**src/rtl/clk_pkg.sv**
```systemverilog
`default_nettype none
// ============================================================================
// Module      : clk_pkg
// Description : Shared FSM state encoding and default parameters for
//               clk_reset_gen.
// Revision    : 1.0 - initial release
// ============================================================================
package clk_pkg;

    typedef enum logic [1:0] {
        CLK_HOLD  = 2'd0,
        CLK_COUNT = 2'd1,
        CLK_RUN   = 2'd2
    } clk_state_e;

    localparam int unsigned CLK_LOCK_CYCLES_DEF = 1024;
    localparam int unsigned CLK_ACC_W_DEF       = 24;
    localparam int unsigned CLK_TICK_INC_DEF    = 1041211;

endpackage : clk_pkg
`default_nettype wire

```
**src/rtl/clk_reset_gen_sync_2ff.sv**
```systemverilog
`default_nettype none
// ============================================================================
// Module      : sync_2ff
// Description : Generic two-flop synchronizer, asynchronous active-high reset
//               clearing both stages to zero.
// Revision    : 1.0 - initial release
// ============================================================================
module sync_2ff #(
    parameter int unsigned WIDTH = 1
) (
    input  logic             clk,
    input  logic             rst,
    input  logic [WIDTH-1:0] i_d,
    output logic [WIDTH-1:0] o_q
);

    logic [WIDTH-1:0] meta_d, meta_q;
    logic [WIDTH-1:0] sync_d, sync_q;

    always_comb begin
        meta_d = i_d;
        sync_d = meta_q;
    end

    always_ff @(posedge clk or posedge rst) begin
        if (rst) begin
            meta_q <= '0;
            sync_q <= '0;
        end else begin
            meta_q <= meta_d;
            sync_q <= sync_d;
        end
    end

    assign o_q = sync_q;

endmodule : sync_2ff
`default_nettype wire

```
**src/rtl/clk_reset_gen.sv**
```systemverilog
`default_nettype none
// ============================================================================
// Module      : clk_reset_gen
// Description : Lock-qualified reset generator plus phase-accumulator tick NCO.
//               Optional macro CLK_LOCK_LOSS_CNT_EN adds a saturating
//               lock-loss counter output.
// Revision    : 1.0 - initial release
// ============================================================================
module clk_reset_gen
    import clk_pkg::*;
#(
    parameter int unsigned LOCK_CYCLES = CLK_LOCK_CYCLES_DEF,
    parameter int unsigned ACC_W       = CLK_ACC_W_DEF,
    parameter int unsigned TICK_INC    = CLK_TICK_INC_DEF
) (
    input  logic       clock,
    input  logic       reset,
    input  logic       locked,
    output logic       rst_out,
    output logic       ready,
    output logic       tick
`ifdef CLK_LOCK_LOSS_CNT_EN
    ,
    output logic [7:0] lock_loss_cnt
`endif
);

    localparam int unsigned        CNT_W      = $clog2(LOCK_CYCLES);
    localparam logic [CNT_W-1:0]   C_CNT_LAST = CNT_W'(LOCK_CYCLES - 1);
    localparam logic [ACC_W-1:0]   C_INC      = ACC_W'(TICK_INC);

    logic             lock_s;
    clk_state_e       state_d, state_q;
    logic [CNT_W-1:0] count_d, count_q;
    logic             rst_out_d, rst_out_q;
    logic             ready_d, ready_q;
    logic             tick_d, tick_q;
    logic [ACC_W-1:0] acc_d, acc_q;
    logic [ACC_W:0]   w_sum;

    sync_2ff #(.WIDTH(1)) u_lock_sync (
        .clk (clock),
        .rst (reset),
        .i_d (locked),
        .o_q (lock_s)
    );

    always_ff @(posedge clock or posedge reset) begin
        if (reset) begin
            state_q <= CLK_HOLD;
            count_q <= '0;
        end else begin
            state_q <= state_d;
            count_q <= count_d;
        end
    end

    always_comb begin
        state_d = state_q;
        count_d = '0;
        case (state_q)
            CLK_HOLD: begin
                if (lock_s) state_d = CLK_COUNT;
            end
            CLK_COUNT: begin
                if (!lock_s)                  state_d = CLK_HOLD;
                else if (count_q == C_CNT_LAST) state_d = CLK_RUN;
                else                          count_d = count_q + 1'b1;
            end
            CLK_RUN: begin
                if (!lock_s) state_d = CLK_HOLD;
            end
            default: state_d = CLK_HOLD;
        endcase
    end

    // The entry edge into RUN leaves acc cleared; accumulation starts one
    // edge later, so tick phase is identical after every (re)lock.
    always_comb begin
        rst_out_d = (state_d != CLK_RUN);
        ready_d   = (state_d == CLK_RUN);
        w_sum     = {1'b0, acc_q} + {1'b0, C_INC};
        if ((state_q == CLK_RUN) && (state_d == CLK_RUN)) begin
            tick_d = w_sum[ACC_W];
            acc_d  = w_sum[ACC_W-1:0];
        end else begin
            tick_d = 1'b0;
            acc_d  = '0;
        end
    end

    always_ff @(posedge clock or posedge reset) begin
        if (reset) begin
            rst_out_q <= 1'b1;
            ready_q   <= 1'b0;
            tick_q    <= 1'b0;
            acc_q     <= '0;
        end else begin
            rst_out_q <= rst_out_d;
            ready_q   <= ready_d;
            tick_q    <= tick_d;
            acc_q     <= acc_d;
        end
    end

    assign rst_out = rst_out_q;
    assign ready   = ready_q;
    assign tick    = tick_q;

`ifdef CLK_LOCK_LOSS_CNT_EN
    logic [7:0] loss_cnt_d, loss_cnt_q;

    always_comb begin
        loss_cnt_d = loss_cnt_q;
        if ((state_q == CLK_RUN) && (state_d == CLK_HOLD) && (loss_cnt_q != 8'hFF))
            loss_cnt_d = loss_cnt_q + 8'd1;
    end

    always_ff @(posedge clock or posedge reset) begin
        if (reset) loss_cnt_q <= 8'd0;
        else       loss_cnt_q <= loss_cnt_d;
    end

    assign lock_loss_cnt = loss_cnt_q;
`endif

endmodule : clk_reset_gen
`default_nettype wire

```
**config.mk**
```make
export PLATFORM = sky130hd
export DESIGN_NAME = clk_reset_gen
export DESIGN_NICKNAME = d
export VERILOG_FILES = /design/src/rtl/clk_pkg.sv /design/src/rtl/clk_reset_gen_sync_2ff.sv /design/src/rtl/clk_reset_gen.sv
export SDC_FILE = /design/constraint.sdc
export NUM_CORES = 1
export LEC_CHECK = 0
export CAP_MARGIN = 40
export CORE_UTILIZATION = 60
export CTS_BUF_LIST = sky130_fd_sc_hd__clkbuf_2
export DETAILED_ROUTE_END_ITERATION = 10
export PLACE_DENSITY = 0.78
export RECOVER_POWER = 25
export SLEW_MARGIN = 0
export SYNTH_ARGS = -nofsm -noshare
export SYNTH_HDL_FRONTEND = slang
export SYNTH_SLANG_ARGS = --single-unit
```
**constraint.sdc**
```tcl
create_clock -name clock -period 2.2 [get_ports clock]
set_input_delay 0.44 -clock clock [delete_from_list [all_inputs] [get_ports clock]]
set_output_delay 0.44 -clock clock [all_outputs]
set_load 0.01 [all_outputs]
```
# --- After elaboration in Yosys (flattened, before gate mapping) ---
# Index checks and enable logic that the tools add are counted.
classes:
  n_mux: 10
  n_addsub: 2
  n_eq_ne: 5
  n_reduce_logical: 2
ops:
  columns: ["op", "count"]
  rows:
  - ["$mux 10", 3]
  - ["$add 24x20->25 const B", 1]
  - ["$mux 24", 1]
  - ["$add 10x1->10 const B", 1]
  - ["$eq 10x10->1 const B", 1]
  - ["$mux 2", 4]
  - ["$pmux 2 s3", 1]
  - ["$eq 2x2->1 const B", 2]
  - ["$eq 2x1->1 const B", 1]
  - ["$logic_not 2->1", 1]
  - ["$ne 2x2->1 const B", 1]
  - ["$logic_and 1x1->1", 1]
  - ["$mux 1", 1]
totals:
  in_bits: 3
  output_inout_bits: 3
  word_cells: 27
  register_bits: 41

# --- Logic depth before layout (Yosys ltp) ---
logic_depth:
  depth_word: 7
  ltp_mapped: 6
  mapped_depth_nobuf: 6

# --- Modules after synthesis ---
# From an unflattened synthesis, not the netlist that was laid out.
unflattened:
  hier_cells: 194
  hier_area_um2: 1948.1
modules_own_cells:
  columns: ["module", "n_inst", "area_per_inst_um2", "cells_each", "seq_area_each_um2"]
  rows:
  - ["clk_reset_gen", 1, 1894.3, 191, 977.2]
  - ["sync_2ff", 1, 53.8, 3, 50.0]

# --- Worst setup path before layout ---
# No wires, ideal clock.
synth_timing:
  kind: "reg-to-reg"
  from: "register acc_q[14]"
  to: "register acc_q[19]"
  setup_ns: 0.136
  arrival_time_ns: 1.651
  synth_period_minus_slack_ns: 1.787
  required_ns: 2.064
  path_stages_with_launch: 6
  path_buffers: 1
  setup_slack_ns: 0.413
  path_cell_list: "dfrtp_1 -> or4_1 -> buf_2 -> or4_1 -> o21ai_1 -> a21oi_1"
synth_via:
  elab_chain_len: 2
synth_rtl:
  columns: ["item", "line_no", "source"]
  rows:
  - ["start: declaration", "clk_reset_gen.sv:38", "logic [ACC_W-1:0] acc_d, acc_q;"]
  - ["start signal: assignment", "clk_reset_gen.sv:97", "acc_q <= '0;"]
  - ["start signal: assignment", "clk_reset_gen.sv:102", "acc_q <= acc_d;"]
  - ["$add 24x20->25", "clk_reset_gen.sv:82", "w_sum = {1'b0, acc_q} + {1'b0, C_INC};"]
  - ["$mux 24", "clk_reset_gen.sv:83", "if ((state_q == CLK_RUN) && (state_d == CLK_RUN)) begin"]
  - ["named net acc_d[19]", "clk_reset_gen.sv:38", null]
# The timed path passes the listed nets, and every way through them passes these cells.

# --- Final worst setup path ---
# Ends and elaborated chain as after synthesis.

==> flow_metrics.tcl <==
set metrics [dict create \
    comb_power_share_pct 2.1 \
    synth.net_count 197 \
    layout-drive-gt1-share_pct 7.77 \
    synth_compound_area_share_pct 12.8 \
    finalSetupTns_ns 0 \
    hp-class "reg2reg" \
    drt_iter0_drc 138 \
    initial_core_util_pct 63.5 \
    synth_warnings 0 \
    coreArea_um2 3080 \
    synthMuxAreaShare_pct 3.59 \
    crit_type "reg2reg" \
    slew_violations 0 \
    drv_cap 0 \
    grt_pass1_wl_um 6350 \
    ant_nets 0 \
    arrival_ns 2.24 \
    fin_skew_ns 0.0155 \
    htree_levels 2 \
    vias_per_cell 5.89 \
    num_vias 1472 \
    tightest_slew_ns 0.968 \
    area_delta_synth_final_pct 9.73 \
    die_height_um 59.1 \
    holdWs_ns 0.376 \
    rr_worst_depth 4 \
    grt_pass1_vias 1391 \
    swShare_pct 21.7 \
    internal-power_uw 959 \
    stdcell_count 250 \
    p_leak_uw 0.00102 \
    first_pass_iters 4 \
    min_path_cells 0 \
    synth-seq-cells 41 \
    relSlewSlack_pct 35.5 \
    final_common_cell "dfrtp_1" \
    synthTopCellsByArea "dfrtp_1 (51%), nor2_1 (4.2%), mux2i_1 (3.6%), nand2_1 (3.3%), nand2b_1 (3.2%)" \
    track_usage_pct 24.8 \
    cp-end-kind "flop" \
    cts_buffers 5 \
    avgSynthCellArea_um2 10.2 \
    grt-ovfl-total 0 \
    clk_pin_slew_ns 0.20 \
    cts_resized 0 \
    routedWlPerCell_um 14.3 \
    rows 20 \
    post_synth_num_cell_types 42 \
    p_per_area_nw_per_um2 572 \
    cp.required_ns 2.51 \
    synthXorXnorAreaFrac_pct 5.83 \
    placed_cells 242 \
    clock_latency_ns 0.40 \
    yosys.area.top_type "dfrtp_1" \
    final-hold-violation-count 0 \
    routed_wl_um 3570 \
    synthSimpleGateAreaFrac_pct 21.9 \
    place_hpwl_um 2500 \
    status "complete, no violations" \
    ir_worst_vdd_mv 0.523 \
    die_x_um 59.1 \
    fin_crit_sh_pct 87.9 \
    ios 6 \
    cts_sinks 41 \
    fmax_mhz 517 \
    drc 0 \
    synth_top_family_by_area "simple AND/OR/NAND/NOR gates" \
    setup_violations 0 \
    antenna_found_initial 0 \
    postCtsSetupBuffers 0 \
    syn_area_um2 1950 \
    fp.dieArea_um2 3490 \
    gp_congestion 0.864 \
    clk_path_buf_depth 2 \
    io_buffers 5 \
    cts_hold_buf 0 \
    diodes 0 \
    power.switching_uw 267 \
    ys_seq_area_share_pct 52.6 \
    synth_top_area_share_pct 51.2 \
    nets 210 \
    seqPwrFrac_pct 62.2 \
    cts_tree "yes" \
    syn_inst 192 \
    path_max_fanout 7 \
    cp-start-kind "flop" \
    finalCriticalPeriod_ns 1.93 \
    clock-root-buffer "clkbuf_2" \
    synth_fa_ha_area_share_pct 1.28 \
    grt_max_degree 42 \
    rsz0062_at_grt "false" \
    fin_total_pwr_uw 1230 \
    mostFrequentLayoutCells "dfrtp_1 (40), nor2_1 (22), nand2_1 (17)" \
    p_clk_share_pct 35.7 \
]
## cell usage after synthesis
master	instances
a211oi_1	2
nor4_1	1
ha_1	2
inv_1	5
dfstp_2	1
a21o_1	1
buf_2	2
o31a_1	1
o21ai_1	2
a21boi_0	3
o21ai_0	6
a21oi_1	11
a41oi_1	1
or3_1	3
nor3_1	7
o311ai_0	1
nor2_1	22
a211o_1	1
clkbuf_1	3
or4b_1	1
or2_1	1
nand3b_1	2
or4_1	4
o211ai_1	1
nand3_1	6
o2111a_1	1
nand4_1	2
and4_1	2
o41ai_1	1
a311oi_2	1
dfrtp_1	40
o211a_1	1
and3b_1	1
xor2_1	6
o21a_1	1
nand2_1	17
nand2b_1	10
nor2b_1	2
nor3_4	1
xnor2_1	7
o31ai_1	2
mux2i_1	7
## sequential cells by signal, indices dropped and copies added, names as in the netlist
name,flops
acc_q,24
count_q,10
state_q,2
ready,1
rst_out,1
tick,1
u_lock_sync.meta_q,1
u_lock_sync.o_q,1
## critical path, stage by stage (launching register included)
cell	delay (ns)
dfrtp_1	0.46
or4_1	0.63
or4_1	0.52
o21ai_1	0.15
a21oi_1	0.08
## kinds of logic (layout without fill, tap and decap cells)
kind of cell | after synthesis | in the layout
adder cells (fa/ha/maj) | 2 | 2
multiplexers | 7 | 7
buffers and inverters | 10 | 24
AO/OA/AOI/OAI | 37 | 37
AND/OR/NAND/NOR | 82 | 82
XOR/XNOR | 13 | 13
flip-flops | 41 | 41
## worst paths after layout
kind / startpoint / slack [ns] / end
worst max register to register: acc_q[14]$_DFF_PP0_ / 0.27 / acc_q[19]$_DFF_PP0_
worst min register to register: u_lock_sync.meta_q$_DFF_PP0_ / 0.38 / u_lock_sync.o_q$_DFF_PP0_
min in group asynchronous: reset / 0.74 / count_q[4]$_DFF_PP0_
max in group asynchronous: reset / 0.86 / count_q[3]$_DFF_PP0_
worst max-delay path: acc_q[14]$_DFF_PP0_ / 0.27 / acc_q[19]$_DFF_PP0_
worst min-delay path: u_lock_sync.meta_q$_DFF_PP0_ / 0.38 / u_lock_sync.o_q$_DFF_PP0_
## area by class of cell
cell class,instances,area (µm²)
clock buffers,6,30.0
inverters,5,18.8
multi-input cells,141,887
repair buffers,11,92.6
clock inverters,2,33.8
well taps,44,55.1
flip-flops and latches,41,1030
fillers,237,933
## metal layers
metal	share of wire [%]	track usage [%]	wire, µm	vias up
li1	-	-	-	708
met1	45	31.6	1600	719
met2	49	39.1	1750	32
met3	4.2	8.30	149	13
met4	1.9	9.52	68	0
met5	0	0	0	-
## power by group through the flow
stage	logic, µW	registers, µW	clock network (µW)
floorplan	17.8	775	0
global placement	26.8	775	0
detailed placement	27.8	776	0
CTS	27.7	763	444
global route	29.9	764	471
finish	25.2	763	438
## per-stage QoR
stage	setup slack (ns)	util, %	area, µm²
finish	0.266	69.7	2140
global route	0.161	69.7	2140
CTS	0.262	69.8	2150
detailed placement	0.286	67.7	2080
global placement	0.398	67.7	2080
floorplan	0.413	-	1950
Power figures use the tool's default switching activity.
